### config.mk
export PLATFORM = sky130hd
export DESIGN_NAME = keypad_scanner_flat
export DESIGN_NICKNAME = d
export VERILOG_FILES = /design/src/rtl/keypad_pkg.sv /design/src/rtl/keypad_scanner_if.sv /design/src/rtl/keypad_row_sync.sv /design/src/rtl/keypad_scanner.sv /design/src/flat_wrapper.sv
export SDC_FILE = /design/constraint.sdc
export NUM_CORES = 1
export LEC_CHECK = 0
export CAP_MARGIN = 10
export CORE_MARGIN = 5
export CORE_UTILIZATION = 30
export DETAILED_ROUTE_END_ITERATION = 12
export GPL_ROUTABILITY_DRIVEN = 0
export HOLD_SLACK_MARGIN = 0.08
export PLACE_DENSITY = 0.53
export RECOVER_POWER = 50
export SETUP_SLACK_MARGIN = 0.1
export SYNTH_ARGS = -nofsm -noshare
export SYNTH_HDL_FRONTEND = slang
export SYNTH_HIERARCHICAL = 1
export SYNTH_SLANG_ARGS = --single-unit
### constraint.sdc
create_clock -name clk -period 3.4 [get_ports clk]
set_input_delay 0.34 -clock clk [delete_from_list [all_inputs] [get_ports clk]]
set_output_delay 0.34 -clock clk [all_outputs]
set_load 0.02 [all_outputs]
### src/rtl/keypad_pkg.sv
// rtl/keypad_pkg.sv - shared types and constants for the 4x4 keypad scanner
// Contents: scanner FSM states, matrix dimensions, 2-bit row/column index type,
//           and a lowest-set-row priority helper.
package keypad_pkg;

    localparam int NUM_ROWS = 4;
    localparam int NUM_COLS = 4;

    typedef logic [1:0] idx_t;

    typedef enum logic [1:0] {
        SCAN        = 2'd0,
        DEB_PRESS   = 2'd1,
        PRESSED     = 2'd2,
        DEB_RELEASE = 2'd3
    } state_t;

    // Lowest-numbered active row wins when several rows are low together.
    function automatic idx_t lowest_row(input logic [NUM_ROWS-1:0] rows);
        idx_t idx;
        idx = '0;
        for (int i = NUM_ROWS - 1; i >= 0; i--) begin
            if (rows[i]) begin
                idx = idx_t'(i);
            end
        end
        return idx;
    endfunction

endpackage

### src/rtl/keypad_scanner_if.sv
// rtl/keypad_scanner_if.sv - keypad pin and decoder-side signal bundle
// Signals: row_in (row pins, active-low), col_out (column drive, active-low one-cold),
//          key_row/key_col (accepted key index), key_pulse (press strobe),
//          key_held (accepted key still down).
// master: the scanner; slave: pins/decoder side.
interface keypad_scanner_if;
    import keypad_pkg::*;

    logic [NUM_ROWS-1:0] row_in;
    logic [NUM_COLS-1:0] col_out;
    idx_t                key_row;
    idx_t                key_col;
    logic                key_pulse;
    logic                key_held;

    modport master (
        input  row_in,
        output col_out,
        output key_row,
        output key_col,
        output key_pulse,
        output key_held
    );

    modport slave (
        output row_in,
        input  col_out,
        input  key_row,
        input  key_col,
        input  key_pulse,
        input  key_held
    );

endinterface

### src/rtl/keypad_row_sync.sv
// rtl/keypad_row_sync.sv - two-flop synchronizer for the keypad row pins
// Ports: clk, rst (async active-high), row_in (raw pins), row_sync (synchronized pins).
// Resets to all-ones, the idle pulled-up level, so no key is seen out of reset.
module keypad_row_sync
    import keypad_pkg::*;
(
    input  logic                clk,
    input  logic                rst,
    input  logic [NUM_ROWS-1:0] row_in,
    output logic [NUM_ROWS-1:0] row_sync
);

    logic [NUM_ROWS-1:0] meta;

    always_ff @(posedge clk or posedge rst) begin
        if (rst) begin
            meta     <= '1;
            row_sync <= '1;
        end else begin
            meta     <= row_in;
            row_sync <= meta;
        end
    end

endmodule

### src/rtl/keypad_scanner.sv
// rtl/keypad_scanner.sv - 4x4 keypad column scanner with press/release debounce
// Ports: clk, rst (async active-high), kp (keypad_scanner_if.master):
//        row_in in, col_out/key_row/key_col/key_pulse/key_held out.
// Parameters: SCAN_TICKS (cycles per column, >=4), DEBOUNCE_CYCLES (stable cycles, >=2).
module keypad_scanner
    import keypad_pkg::*;
#(
    parameter int SCAN_TICKS      = 27000,
    parameter int DEBOUNCE_CYCLES = 270000
)
(
    input  logic             clk,
    input  logic             rst,
    keypad_scanner_if.master kp
);

    localparam int TW = $clog2(SCAN_TICKS);
    localparam int DW = $clog2(DEBOUNCE_CYCLES);
    localparam logic [TW-1:0] TICK_LAST = TW'(SCAN_TICKS - 1);
    localparam logic [DW-1:0] DEB_LAST  = DW'(DEBOUNCE_CYCLES - 1);

    logic [NUM_ROWS-1:0] synced;
    logic [NUM_ROWS-1:0] rows_s;

    state_t        state;
    idx_t          col_idx;
    idx_t          cap_row;
    idx_t          cap_col;
    idx_t          key_row_q;
    idx_t          key_col_q;
    logic          key_pulse_q;
    logic          key_held_q;
    logic [TW-1:0] tick_cnt;
    logic [DW-1:0] deb_cnt;

    keypad_row_sync u_row_sync (
        .clk      (clk),
        .rst      (rst),
        .row_in   (kp.row_in),
        .row_sync (synced)
    );

    // Rows are pulled up; a pressed key in the driven column pulls its row low.
    assign rows_s = ~synced;

    always_ff @(posedge clk or posedge rst) begin
        if (rst) begin
            state       <= SCAN;
            col_idx     <= '0;
            cap_row     <= '0;
            cap_col     <= '0;
            key_row_q   <= '0;
            key_col_q   <= '0;
            key_pulse_q <= 1'b0;
            key_held_q  <= 1'b0;
            tick_cnt    <= '0;
            deb_cnt     <= '0;
        end else begin
            key_pulse_q <= 1'b0;
            case (state)
                SCAN: begin
                    // Earlier ticks let the new column settle through the synchronizer.
                    if (tick_cnt == TICK_LAST) begin
                        if (rows_s != '0) begin
                            cap_row <= lowest_row(rows_s);
                            cap_col <= col_idx;
                            deb_cnt <= '0;
                            state   <= DEB_PRESS;
                        end else begin
                            col_idx  <= col_idx + 2'd1;
                            tick_cnt <= '0;
                        end
                    end else begin
                        tick_cnt <= tick_cnt + 1'b1;
                    end
                end

                DEB_PRESS: begin
                    if (!rows_s[cap_row]) begin
                        // Bounce: resume scanning at the column after the captured one.
                        col_idx  <= cap_col + 2'd1;
                        tick_cnt <= '0;
                        state    <= SCAN;
                    end else if (deb_cnt == DEB_LAST) begin
                        key_row_q   <= cap_row;
                        key_col_q   <= cap_col;
                        key_pulse_q <= 1'b1;
                        key_held_q  <= 1'b1;
                        state       <= PRESSED;
                    end else begin
                        deb_cnt <= deb_cnt + 1'b1;
                    end
                end

                PRESSED: begin
                    // Only the captured row matters; other keys are ignored.
                    if (!rows_s[cap_row]) begin
                        deb_cnt <= '0;
                        state   <= DEB_RELEASE;
                    end
                end

                DEB_RELEASE: begin
                    if (rows_s[cap_row]) begin
                        state <= PRESSED;
                    end else if (deb_cnt == DEB_LAST) begin
                        key_held_q <= 1'b0;
                        col_idx    <= cap_col + 2'd1;
                        tick_cnt   <= '0;
                        state      <= SCAN;
                    end else begin
                        deb_cnt <= deb_cnt + 1'b1;
                    end
                end

                default: begin
                    state <= SCAN;
                end
            endcase
        end
    end

    // col_idx only advances in SCAN, so the drive stays frozen on the captured column.
    assign kp.col_out   = ~(4'b0001 << col_idx);
    assign kp.key_row   = key_row_q;
    assign kp.key_col   = key_col_q;
    assign kp.key_pulse = key_pulse_q;
    assign kp.key_held  = key_held_q;

endmodule

### src/flat_wrapper.sv
// flat-port wrapper written by rule: the top's interface ports become plain ports
module keypad_scanner_flat import keypad_pkg::*;
#(
    parameter int SCAN_TICKS      = 27000,
    parameter int DEBOUNCE_CYCLES = 270000
)
  (clk, rst, kp_row_in, kp_col_out, kp_key_row, kp_key_col, kp_key_pulse, kp_key_held);
  keypad_scanner_if kp_i ();
  input  logic clk;
  input  logic rst;
  input wire logic [$bits(kp_i.row_in)-1:0] kp_row_in;
  output wire logic [$bits(kp_i.col_out)-1:0] kp_col_out;
  output wire logic [$bits(kp_i.key_row)-1:0] kp_key_row;
  output wire logic [$bits(kp_i.key_col)-1:0] kp_key_col;
  output wire logic [$bits(kp_i.key_pulse)-1:0] kp_key_pulse;
  output wire logic [$bits(kp_i.key_held)-1:0] kp_key_held;
  assign kp_i.row_in = kp_row_in;
  assign kp_col_out = kp_i.col_out;
  assign kp_key_row = kp_i.key_row;
  assign kp_key_col = kp_i.key_col;
  assign kp_key_pulse = kp_i.key_pulse;
  assign kp_key_held = kp_i.key_held;
  keypad_scanner #(.SCAN_TICKS(SCAN_TICKS), .DEBOUNCE_CYCLES(DEBOUNCE_CYCLES)) u_core (.clk(clk), .rst(rst), .kp(kp_i));
endmodule
==> results.yml <==
outcome:
  status: "complete, but fails checks"
  violations: "capacitance limit, slew limit"
worst_setup_path:
  startpoint: "u_core/tick_cnt[9]$_DFFE_PP0P_"
  crit_cells: 6
  path_class: "reg2reg"
  startpoint_type: "register"
  critPathCapture: "u_core/deb_cnt[18]$_DFFE_PP0P_"
  critical-path-top-delay-family: "simple AND/OR/NAND/NOR gates"
  worstReg2RegEnd: "u_core/deb_cnt[18]$_DFFE_PP0P_"
  reg2reg_depth: 6
  cpMaxStageDelayCell: "or4b_4"
  r2r_setup_slack_ns: 0.54
  r2r_start: "u_core/tick_cnt[9]$_DFFE_PP0P_"
  cp-end-kind: "register"
  slowest_delay_ns: 0.56
  cp.required_ns: 3.60
  cp.arrival_ns: 3.06
  crit_fanout: 14
  crit_chain: "or4b_4 > nor4_4 > a211oi_4 > or2_4 > or4_1 > mux2_1"
  path_buf_inv: 0
place:
  dpl_worst_slack_ns: 0.584
  dp_hpwl_um: 4300
  placed_area_um2: 3170
  io_buffers: 15
synth:
  ys_seq_elements: 56
  syn-num-nets: 298
  synth_area_um2: 2840
  synthArstFlopShare_pct: 100
  synth_xor_area_share_pct: 4.00
  synth_cell_types: 44
  synth_flop_cell: "dfrtp_1"
  synth_cells: 290
  synth-edff-count: 0
  synth_compound_gate_area_share_pct: 12.3
  yosysSeqAreaShare_pct: 49.6
  yosys.area_share.simple_pct: 26.8
  synth_top_family_by_area: "simple AND/OR/NAND/NOR gates"
  avgSynthCellArea_um2: 9.81
  yosys_warnings: 6
  synthMuxAreaShare_pct: 4.27
  synthAdderAreaFrac_pct: 0.880
global_routing:
  grt_pass1_wl_um: 10500
  grt_pass1_vias: 2138
  grt_max_degree: 49
  track_usage_pct: 11.1
  grt.overflow.total: 0
  antenna_found_initial: 0
detailed_routing:
  drtIter0Drc: 194
  viasPerCell: 5.08
  ant_nets: 0
  routed_wl_um: 6010
  route.detailed.drc: 0
  wl_per_cell_um: 13.7
  vias: 2235
  dr.pass1.iters: 4
cts:
  clkLatencyLatePin_ns: 0.32
  cts_sinks: 56
  clk_pin_slew_ns: 0.12
  htreeDepth: 2
  hold_buffers: 0
  cts_made_buffers: 5
  cts_resized: 0
  tritoncts: "built"
  clockBufferDepth: 2
  post_cts.repair.setup_buffers: 0
  clock-root-buffer: "clkbuf_8"
final_layout:
  final_cell_area_um2: 3270
  n_antenna_cell: 0
  final_core_util_pct: 35.4
  seq_area_um2: 1410
  area_growth_pct: 14.9
  post_route_cells_drive_above_1_share_pct: 11.3
  final_nets: 318
  fillers: 943
  multi_input_area_um2: 1370
floorplanning:
  die-area_um2: 11500
  placementRows: 35
  die_x_um: 107
  core_um2: 9240
  initial_core_util_pct: 30.8
  fp.dieH_um: 107
  boundaryPins: 16
sta:
  hold_violations: 0
  final_period_minus_worst_setup_slack_ns: 2.86
  setup_slack_ns: 0.545
  fin_tns_setup_ns: 0
  finalSetupViolCount: 0
  fin_skew_ns: 0.0118
  max-slew-margin-rel_pct: -22.0
  slew_viol_final: 49
  period_share_pct: 84.0
  rsz0062_at_grt: "no"
  whs_ns: 0.364
  tightest_slew_ns: 1.83
  fmax_mhz: 350
power:
  peakVddDrop_v: 0.000205
  p_leak_nw: 1.37
  cellPowerDensity_nw_per_um2: 337
hold_path:
  hold_class: "reg2reg"
  holdPathStages: 0
run:
  max-cap-violations: 1
==> layer usage <==
layer  track usage, %  wire length, um
met1             15.1             2930
met4             3.61               70
met3             2.10              172
met2             17.9             2830
met5                0                0
==> how the worst min path moves through the flow <==
stage	from	slack (ns)	to
final	u_core/u_row_sync/meta[3]$_DFF_PP1_	0.36	u_core/u_row_sync/row_sync[3]$_DFF_PP1_
after global placement	u_core/u_row_sync/meta[0]$_DFF_PP1_	0.35	u_core/u_row_sync/row_sync[0]$_DFF_PP1_
after floorplan	kp_row_in[0]	0.34	u_core/u_row_sync/meta[0]$_DFF_PP1_
after global routing	u_core/u_row_sync/meta[3]$_DFF_PP1_	0.37	u_core/u_row_sync/row_sync[3]$_DFF_PP1_
after CTS	u_core/u_row_sync/meta[3]$_DFF_PP1_	0.36	u_core/u_row_sync/row_sync[3]$_DFF_PP1_
after detailed placement	u_core/u_row_sync/meta[3]$_DFF_PP1_	0.35	u_core/u_row_sync/row_sync[3]$_DFF_PP1_
==> state kept, by name (all words and copies together), names as in the netlist, named ones only <==
signal,flops
u_core/deb_cnt,19
u_core/tick_cnt,15
u_core/u_row_sync/meta,4
u_core/u_row_sync/row_sync,4
u_core/cap_col,2
u_core/cap_row,2
u_core/col_idx,2
u_core/kp.key_col,2
u_core/kp.key_row,2
u_core/kp.key_held,1
u_core/kp.key_pulse,1
u_core/state,1
==> cell families after synthesis <==
| logic type | Yosys count |
|---|---|
| multiplexers | 10 |
| adder cells (fa/ha/maj) | 2 |
| AND/OR/NAND/NOR | 138 |
| AO/OA/AOI/OAI | 55 |
| flip-flops | 56 |
| buffers and inverters | 16 |
| XOR/XNOR | 13 |
==> synth_stat cells, types with 2 or more instances <==
cell,n,share of area [%]
nand3_1,19,3.3
dfstp_2,8,7.4
mux2i_1,2,0.70
nor4_1,6,1.3
o41ai_1,2,0.62
inv_1,8,1.1
o21ai_0,24,4.2
o211ai_1,2,0.53
or3_1,3,0.66
nor3_1,7,1.2
and2_1,9,2.0
clkbuf_1,7,0.92
nand2b_1,5,1.1
mux2_2,6,2.4
nand4_1,9,2.0
and3_1,8,1.8
or2_2,2,0.44
xnor2_1,7,2.2
xor2_1,6,1.8
nand4b_1,4,1.2
nor4b_1,3,0.92
a31oi_1,2,0.44
dfrtp_1,48,42
nor2b_1,4,0.88
a21oi_1,7,1.2
ha_1,2,0.88
or4_1,4,1.1
a21o_1,2,0.53
nand2_1,30,4.0
o31ai_1,11,2.9
and4_1,2,0.62
nor2_1,19,2.5
==> worst register-to-register path, cell delays in order, from the launching register on <==
cell      delay, ns
dfrtp_1        0.42
or4b_4         0.56
nor4_4         0.40
a211oi_4       0.15
or2_4          0.34
or4_1          0.55
mux2_1         0.32
==> placed cells by master (no fill, tap or decap), types with 3 or more instances in the layout <==
cell,count
a21oi_1,7
and2_1,9
and3_1,8
buf_4,6
clkbuf_8,5
clkdlybuf4s50_1,10
dfrtp_1,48
dfstp_2,8
dlygate4sd3_1,5
inv_1,8
mux2_2,6
nand2_1,30
nand2b_1,5
nand3_1,19
nand4_1,9
nand4b_1,4
nor2_1,19
nor2b_1,4
nor3_1,7
nor4_1,6
nor4b_1,3
o21ai_0,24
o31ai_1,11
or3_1,3
or4_1,4
xnor2_1,7
xor2_1,6
==> final cells by class <==
type	count	share of cell area, %
Clock buffer	5	2.11
Inverter	8	0.919
Sequential cell	56	43.2
Multi-Input combinational cell	218	42.0
Clock inverter	3	0.881
Tap cell	129	4.94
Timing Repair Buffer	21	5.97
==> report_power, final <==
group,switching (mW),internal (mW),total (mW)
logic,0.0166,0.00630,0.0229
clock network,0.244,0.156,0.400
registers,0.00339,0.675,0.678
==> stage by stage <==
stage	cells	total power, mW
2_1_floorplan	290	0.704
3_3_place_gp	432	0.716
3_5_place_dp	432	0.716
4_1_cts	440	1.13
5_1_grt	440	1.15
6_report	440	1.10
(Power assumes the default switching activity.)
